## src/rtl/btn_pkg.sv

```systemverilog
// btn_pkg: shared FSM state type and default timing for button_conditioner
package btn_pkg;
  typedef enum logic [1:0] {IDLE, PRESS_WAIT, HELD, RELEASE_WAIT} btn_state_e;
  localparam int DEF_DEBOUNCE_CYCLES = 2500;
  localparam int DEF_REPEAT_DELAY = 2500000;
  localparam int DEF_REPEAT_PERIOD = 1000000;
endpackage

```

## src/rtl/sync_2ff.sv

```systemverilog
// sync_2ff: two-flop synchronizer with async active-high reset
//   clk - clock, rst - async reset, d - async input, q - synchronized output
module sync_2ff (
  input  logic clk,
  input  logic rst,
  input  logic d,
  output logic q
);
  logic meta_q;
  always_ff @(posedge clk or posedge rst)
    if (rst) begin
      meta_q <= 1'b0;
      q <= 1'b0;
    end else begin
      meta_q <= d;
      q <= meta_q;
    end
endmodule

```

## src/rtl/button_conditioner.sv

```systemverilog
// button_conditioner: debounce a push-button into step pulses with optional auto-repeat
//   clk_out     - clock
//   reset_use   - async active-high reset
//   btn_raw     - raw bouncing button level
//   step_pulse  - one-cycle pulse per accepted press (or repeat)
//   btn_stable  - debounced level
//   press_count - step_pulse count modulo 16
// Define BTN_AUTOREPEAT_EN to build in auto-repeat while the button is held.
module button_conditioner
  import btn_pkg::*;
#(
  parameter int DEBOUNCE_CYCLES = DEF_DEBOUNCE_CYCLES,
  parameter int REPEAT_DELAY = DEF_REPEAT_DELAY,
  parameter int REPEAT_PERIOD = DEF_REPEAT_PERIOD
) (
  input  logic       clk_out,
  input  logic       reset_use,
  input  logic       btn_raw,
  output logic       step_pulse,
  output logic       btn_stable,
  output logic [3:0] press_count
);
  localparam int CW = $clog2(DEBOUNCE_CYCLES);
  if (DEBOUNCE_CYCLES < 2 || DEBOUNCE_CYCLES > (1 << 20) || REPEAT_DELAY < 1 || REPEAT_PERIOD < 1) begin : g_bad_param
    $error("button_conditioner: illegal timing parameters");
  end
  btn_state_e state_q, state_d;
  logic [CW-1:0] cnt_q, cnt_d;
  logic step_pulse_q, btn_stable_q, pulse;
  logic [3:0] press_count_q, press_count_d;
  logic btn_s;
  logic rpt_fire;
  sync_2ff u_sync (.clk(clk_out), .rst(reset_use), .d(btn_raw), .q(btn_s));
`ifdef BTN_AUTOREPEAT_EN
  localparam int RPT_MAX = REPEAT_DELAY > REPEAT_PERIOD ? REPEAT_DELAY : REPEAT_PERIOD;
  localparam int RW = RPT_MAX > 1 ? $clog2(RPT_MAX) : 1;
  logic [RW-1:0] rpt_q, rpt_d;
  // A repeat is suppressed for one cycle if it would sit right behind another pulse.
  assign rpt_fire = rpt_q == '0 && !step_pulse_q;
  // Counts only while HELD with the button seen high; frozen across RELEASE_WAIT so a
  // release bounce resumes the schedule, reloaded once the press is fully over.
  always_comb
    rpt_d = state_q == HELD ? (btn_s ? (rpt_q == '0 ? (rpt_fire ? RW'(REPEAT_PERIOD - 1) : rpt_q) : rpt_q - 1'b1) : rpt_q)
          : state_q == RELEASE_WAIT ? rpt_q : RW'(REPEAT_DELAY - 1);
  always_ff @(posedge clk_out or posedge reset_use)
    if (reset_use) rpt_q <= RW'(REPEAT_DELAY - 1);
    else rpt_q <= rpt_d;
`else
  assign rpt_fire = 1'b0;
`endif
  always_comb begin
    state_d = state_q;
    cnt_d = cnt_q;
    pulse = 1'b0;
    case (state_q)
      IDLE:
        if (btn_s) begin
          state_d = PRESS_WAIT;
          cnt_d = CW'(DEBOUNCE_CYCLES - 1);
        end
      PRESS_WAIT:
        if (!btn_s) state_d = IDLE;
        else if (cnt_q == '0) begin
          state_d = HELD;
          pulse = 1'b1;
        end else cnt_d = cnt_q - 1'b1;
      HELD:
        if (!btn_s) begin
          state_d = RELEASE_WAIT;
          cnt_d = CW'(DEBOUNCE_CYCLES - 1);
        end else pulse = rpt_fire;
      RELEASE_WAIT:
        if (btn_s) state_d = HELD;
        else if (cnt_q == '0) state_d = IDLE;
        else cnt_d = cnt_q - 1'b1;
      default: state_d = IDLE;
    endcase
    press_count_d = press_count_q + {3'b000, pulse};
  end
  always_ff @(posedge clk_out or posedge reset_use)
    if (reset_use) begin
      state_q <= IDLE;
      cnt_q <= '0;
      step_pulse_q <= 1'b0;
      btn_stable_q <= 1'b0;
      press_count_q <= 4'd0;
    end else begin
      state_q <= state_d;
      cnt_q <= cnt_d;
      step_pulse_q <= pulse;
      btn_stable_q <= state_d == HELD || state_d == RELEASE_WAIT;
      press_count_q <= press_count_d;
    end
  assign step_pulse = step_pulse_q;
  assign btn_stable = btn_stable_q;
  assign press_count = press_count_q;
endmodule

```

## config.mk

```make
export PLATFORM = sky130hd
export DESIGN_NAME = button_conditioner
export DESIGN_NICKNAME = d
export VERILOG_FILES = /design/src/rtl/btn_pkg.sv /design/src/rtl/sync_2ff.sv /design/src/rtl/button_conditioner.sv
export SDC_FILE = /design/constraint.sdc
export NUM_CORES = 1
export LEC_CHECK = 0
export ABC_AREA = 1
export CELL_PAD_IN_SITES_DETAIL_PLACEMENT = 0
export CELL_PAD_IN_SITES_GLOBAL_PLACEMENT = 2
export CORE_ASPECT_RATIO = 0.6
export CORE_MARGIN = 2
export CORE_UTILIZATION = 33
export DETAILED_ROUTE_END_ITERATION = 8
export PLACE_DENSITY = 0.85
export RECOVER_POWER = 25
export SLEW_MARGIN = 10
export SYNTH_ARGS = -nofsm -noshare
export SYNTH_HDL_FRONTEND = slang
export SYNTH_SLANG_ARGS = --single-unit
export TNS_END_PERCENT = 50
```

## constraint.sdc

```tcl
create_clock -name clk_out -period 2.4 [get_ports clk_out]
set_input_delay 0.24 -clock clk_out [delete_from_list [all_inputs] [get_ports clk_out]]
set_output_delay 0.24 -clock clk_out [all_outputs]
set_load 0.02 [all_outputs]
```

Word level (Yosys, flattened, before mapping)
Index checks and enable logic that the tools add are counted.
{"block": "op_classes", "n_addsub": 2, "eq_ne": 9, "muxes": 16, "reduce_logical": 4}
{"cell": "12-bit 2-to-1 mux", "count": 5}
{"cell": "12-bit one-hot mux with 4 select lines", "count": 1}
{"cell": "12-bit zero test", "count": 1}
{"cell": "2-bit 2-to-1 mux", "count": 6}
{"cell": "12-bit by 1-bit subtractor with 12-bit output (second input constant)", "count": 1}
{"cell": "2-bit equality test (second input constant)", "count": 4}
{"cell": "2-bit one-hot mux with 4 select lines", "count": 1}
{"cell": "4-bit by 1-bit adder with 4-bit output", "count": 1}
{"cell": "2-bit by 1-bit != test with 1-bit output (second input constant)", "count": 2}
{"cell": "2-bit != test (second input constant)", "count": 2}
{"cell": "4-bit AND reduction", "count": 1}
{"cell": "1-bit 2-to-1 mux", "count": 3}
{"cell": "2-bit by 1-bit equality test with 1-bit output (second input constant)", "count": 1}
{"cell": "2-bit zero test", "count": 1}
{"cell": "1-bit logical OR", "count": 1}
{"block": "totals", "reg_bits": 22, "inputBits": 3, "wordCells": 38}

Depth between registers and ports, before layout
{"block": "logic_depth", "depth_word": 6, "mapped_depth": 9, "ltp_nobuf": 9}

Modules after synthesis
From an unflattened synthesis, not the netlist that was laid out.
{"block": "unflattened", "cells_unflattened": 131, "area_unflattened_um2": 1098.6}
{"mod": "button_conditioner", "n_inst": 1, "cells_per_inst": 128, "area_each_um2": 1044.8, "seq_area_each_um2": 475.5}
{"mod": "sync_2ff", "n_inst": 1, "cells_per_inst": 3, "area_each_um2": 53.8, "seq_area_each_um2": 50.0}

Worst setup path before layout
No wires, ideal clock.
{"block": "synth_timing", "path_kind": "reg2reg", "start": "reg cnt_q[0]", "end": "reg press_count_q[3], in the netlist press_count[3]", "setup_time_ns": 0.128, "arrival_ns": 1.664, "path_slack_ns": 0.608, "stages_incl_launch_ff": 10, "path_buffers": 0, "synth_period_minus_slack_ns": 1.792, "cell_sequence": "dfrtp_1 > inv_1 > ha_1 > nand2_2 > nor2_4 > nand2_1 > nor3_1 > ha_1 > nand3_1 > xnor2_1"}
{"block": "synth_via", "elab_chain_len": 5}
{"element": "from (decl)", "line_no": "button_conditioner.sv:28", "rtl": "logic [CW-1:0] cnt_q, cnt_d;"}
{"element": "from (signal assigned)", "line_no": "button_conditioner.sv:89", "rtl": "cnt_q <= cnt_d;"}
{"element": "12-bit zero test", "line_no": "button_conditioner.sv:63", "rtl": "else if (cnt_q == '0) begin"}
{"element": "1-bit 2-to-1 mux", "line_no": "button_conditioner.sv:63"}
{"element": "1-bit 2-to-1 mux", "line_no": "button_conditioner.sv:62", "rtl": "if (!btn_s) state_d = IDLE;"}
{"element": "1-bit 2-to-1 mux"}
{"element": "net pulse", "line_no": "button_conditioner.sv:29", "rtl": "logic step_pulse_q, btn_stable_q, pulse;"}
{"element": "4-bit by 1-bit adder with 4-bit output", "line_no": "button_conditioner.sv:78", "rtl": "press_count_d = press_count_q + {3'b000, pulse};"}
{"element": "net press_count_d[3]", "line_no": "button_conditioner.sv:30", "rtl": "logic [3:0] press_count_q, press_count_d;"}
{"element": "to (signal assigned)", "line_no": "button_conditioner.sv:92", "rtl": "press_count_q <= press_count_d;"}
{"element": "to (decl)", "line_no": "button_conditioner.sv:30"}
The timed path passes the listed nets, and every way through them passes these cells.
A chain may end at the register's enable or synchronous reset.

Worst setup path after layout
{"block": "layout_timing", "start": "reg cnt_q[0]", "end": "reg press_count_q[2], in the netlist press_count[2]"}
Same word-level chain as after synthesis.

==> flow_summary.yaml <==
status:
  outcome: "finished clean"
setup_path:
  cp-start-kind: "flip-flop"
  r2r_setup_slack_ns: 0.38
  crit_type: "reg -> reg"
  path_max_fanout: 7
  arrival_ns: 2.22
  cp.required_ns: 2.59
  worst_setup_path_end_kind: "flip-flop"
sta:
  finalSetupViolations: 0
  skew_ns: 0.00948
  maxSlewHeadroom_pct: 46.6
  worstMarginPinSlew_ns: 0.800
  min_period_over_period_pct: 84.3
  rsz0062_at_grt: "false"
  slew_violations: 0
  setup_tns_ns: 0
  fmax_mhz: 494
  period_needed_ns: 2.02
  hold_viol: 0
cts:
  post_cts_buffers: 0
  h-tree-depth: 1
  root_buffer: "clkbuf_8"
  cts_tree: "yes"
  holdBufCountCts: 0
  cts.sinks: 21
  worstSkewPairLatency_ns: 0.26
  clk_pin_slew_ns: 0.08
  cts.path.max_buffers: 2
  post_cts_resized: 0
  cts_buffers: 3
finish:
  final_cells: 191
  fin_nets: 153
  nFillCells: 337
  diodes: 0
  final_cell_mix: "nand2_1, dfrtp_1, inv_1"
  areaGrowthSynthToFinish_pct: 14.5
  regArea_um2: 526
  multi_input_area_um2: 493
  layout-drive-gt1-share_pct: 9.59
  final_common_cell: "nand2_1"
power:
  p_sw_mw: 0.257
  p_seq_share_pct: 50.8
  power_frac_comb_pct: 20.7
  vdd_drop_max_v: 0.000229
  p_per_area_nw_per_um2: 641
  power_switching_share_pct: 31.4
  leakagePower_nw: 0.616
  p_int_mw: 0.561
  power.share.clock_pct: 28.5
die:
  row_count: 16
  die_area_um2: 3870
  io_pins: 9
  start_util_pct: 34.4
  core_um2: 3240
  die_w_um: 79.0
  die_y_um: 49.0
grt:
  grt_pass1_vias: 788
  grt_overflow_total: 0
  antenna_found_initial: 0
  grt_first_pass_wirelength_um: 3840
  grt_max_degree: 22
  grt_use_total_pct: 13.3
routing:
  ant_nets: 0
  drcViolationCount: 0
  vias: 846
  drt_iter0_markers: 40
  viasPerCell: 4.43
  wl_um: 2250
  wl_per_cell_um: 11.8
  first_pass_iters: 5
min_path:
  hold_class: "reg -> reg"
yosys:
  synth_fp_nets: 142
  syn_inst: 136
  synth_edf_count: 0
  synthFlopType: "dfrtp_1"
  ys_ff_latch: 21
  async_flop_share_pct: 100
  yosys_warnings: 0
  ys_types: 23
  avgSynthCellArea_um2: 8.20
  synth_area_um2: 1110
  synth_seq_area_share_pct: 47.1
placement:
  hpwl_um: 1670
  portBuffers: 8
  gpl.final_weighted_congestion: 0.804
  placedCellCount: 187
job:
  drv_cap: 0
[power by group through the flow]
stage / Sequential (mW) / Clock, mW / Combinational (mW)
final: 0.416 / 0.233 / 0.170
after global routing: 0.422 / 0.263 / 0.197
after CTS: 0.415 / 0.243 / 0.173
after detailed placement: 0.422 / 0 / 0.171
after global placement: 0.422 / 0 / 0.171
after floorplan: 0.413 / 0 / 0.142
[metal layers]
| metal | share of wire [%] | global-route usage (%) | routed length (µm) |
|---|---|---|---|
| met1 | 58 | 21.0 | 1300 |
| met4 | 0 | 3.45 | 0 |
| met5 | 0 | 0 | 0 |
| met3 | 4.1 | 5.19 | 93 |
| met2 | 38 | 16.4 | 856 |
[through the flow]
| step | utilization [%] | hold WS (ns) | instance area (µm²) | worst slack [ns] | power (mW) |
|---|---|---|---|---|---|
| after detailed placement | 38.0 | 0.335 | 1230 | 0.363 | 0.593 |
| after global placement | 38.0 | 0.343 | 1230 | 0.500 | 0.593 |
| after CTS | 39.4 | 0.353 | 1280 | 0.359 | 0.832 |
| final | 39.4 | 0.350 | 1280 | 0.376 | 0.819 |
| after floorplan | - | 0.217 | 1110 | 0.608 | 0.555 |
| after global routing | 39.4 | 0.371 | 1280 | 0.153 | 0.882 |
[area by class of cell]
| class | count | area share [%] |
|---|---|---|
| sequential | 21 | 41.2 |
| multi-input combinational | 95 | 38.6 |
| timing repair buffer | 9 | 6.86 |
| inverter | 17 | 5.39 |
| tap | 45 | 4.41 |
| clock buffer | 4 | 3.53 |
[critical path, cell delays in order, from the launching register on]
cell     delay, ns
dfrtp_1       0.36
inv_1         0.11
ha_1          0.30
nand2_2       0.12
nor2_4        0.17
nand2_1       0.13
nor3_1        0.24
ha_1          0.24
ha_1          0.16
xor2_1        0.13
[path summary, 6_finish.rpt]
check,start,end,depth (start not counted)
hold reg to reg,u_sync.meta_q,u_sync.q,0
max in group asynchronous,reset_use,btn_stable,2
setup / recovery,cnt_q[0],press_count[2],9
setup reg to reg,cnt_q[0],press_count[2],9
hold / removal,u_sync.meta_q,u_sync.q,0
min in group asynchronous,reset_use,press_count[2],2
[state kept, by name (all words and copies together) (netlist names)]
| name | cells |
|---|---|
| step_pulse | 1 |
| btn_stable | 1 |
| u_sync.meta_q | 1 |
| cnt_q | 12 |
| press_count | 4 |
| u_sync.q | 1 |
| state_q | 1 |
[logic make-up (layout without fill, tap and decap cells)]
logic type      Yosys count  in the layout  synth area share, %
flops                    21             21                 47.1
xor+xnor                  4              4                 3.14
fa+ha+maj                 3              3                 3.37
compound gates           13             13                 7.18
buf+inv                  20             30                 8.64
simple gates             75             75                 30.5
[synthesized netlist by cell type (3+ instances only)]
library cell  instances  area share, %
nor2_2                3            1.7
nand2_1              38             13
dfrtp_1              21             47
nor2_1               12            4.0
inv_1                16            5.4
nand4_1               3            1.7
ha_1                  3            3.4
nand3_1              11            4.9
o21ai_1               9            4.0
Note: power is estimated with default switching activity, not from simulation.
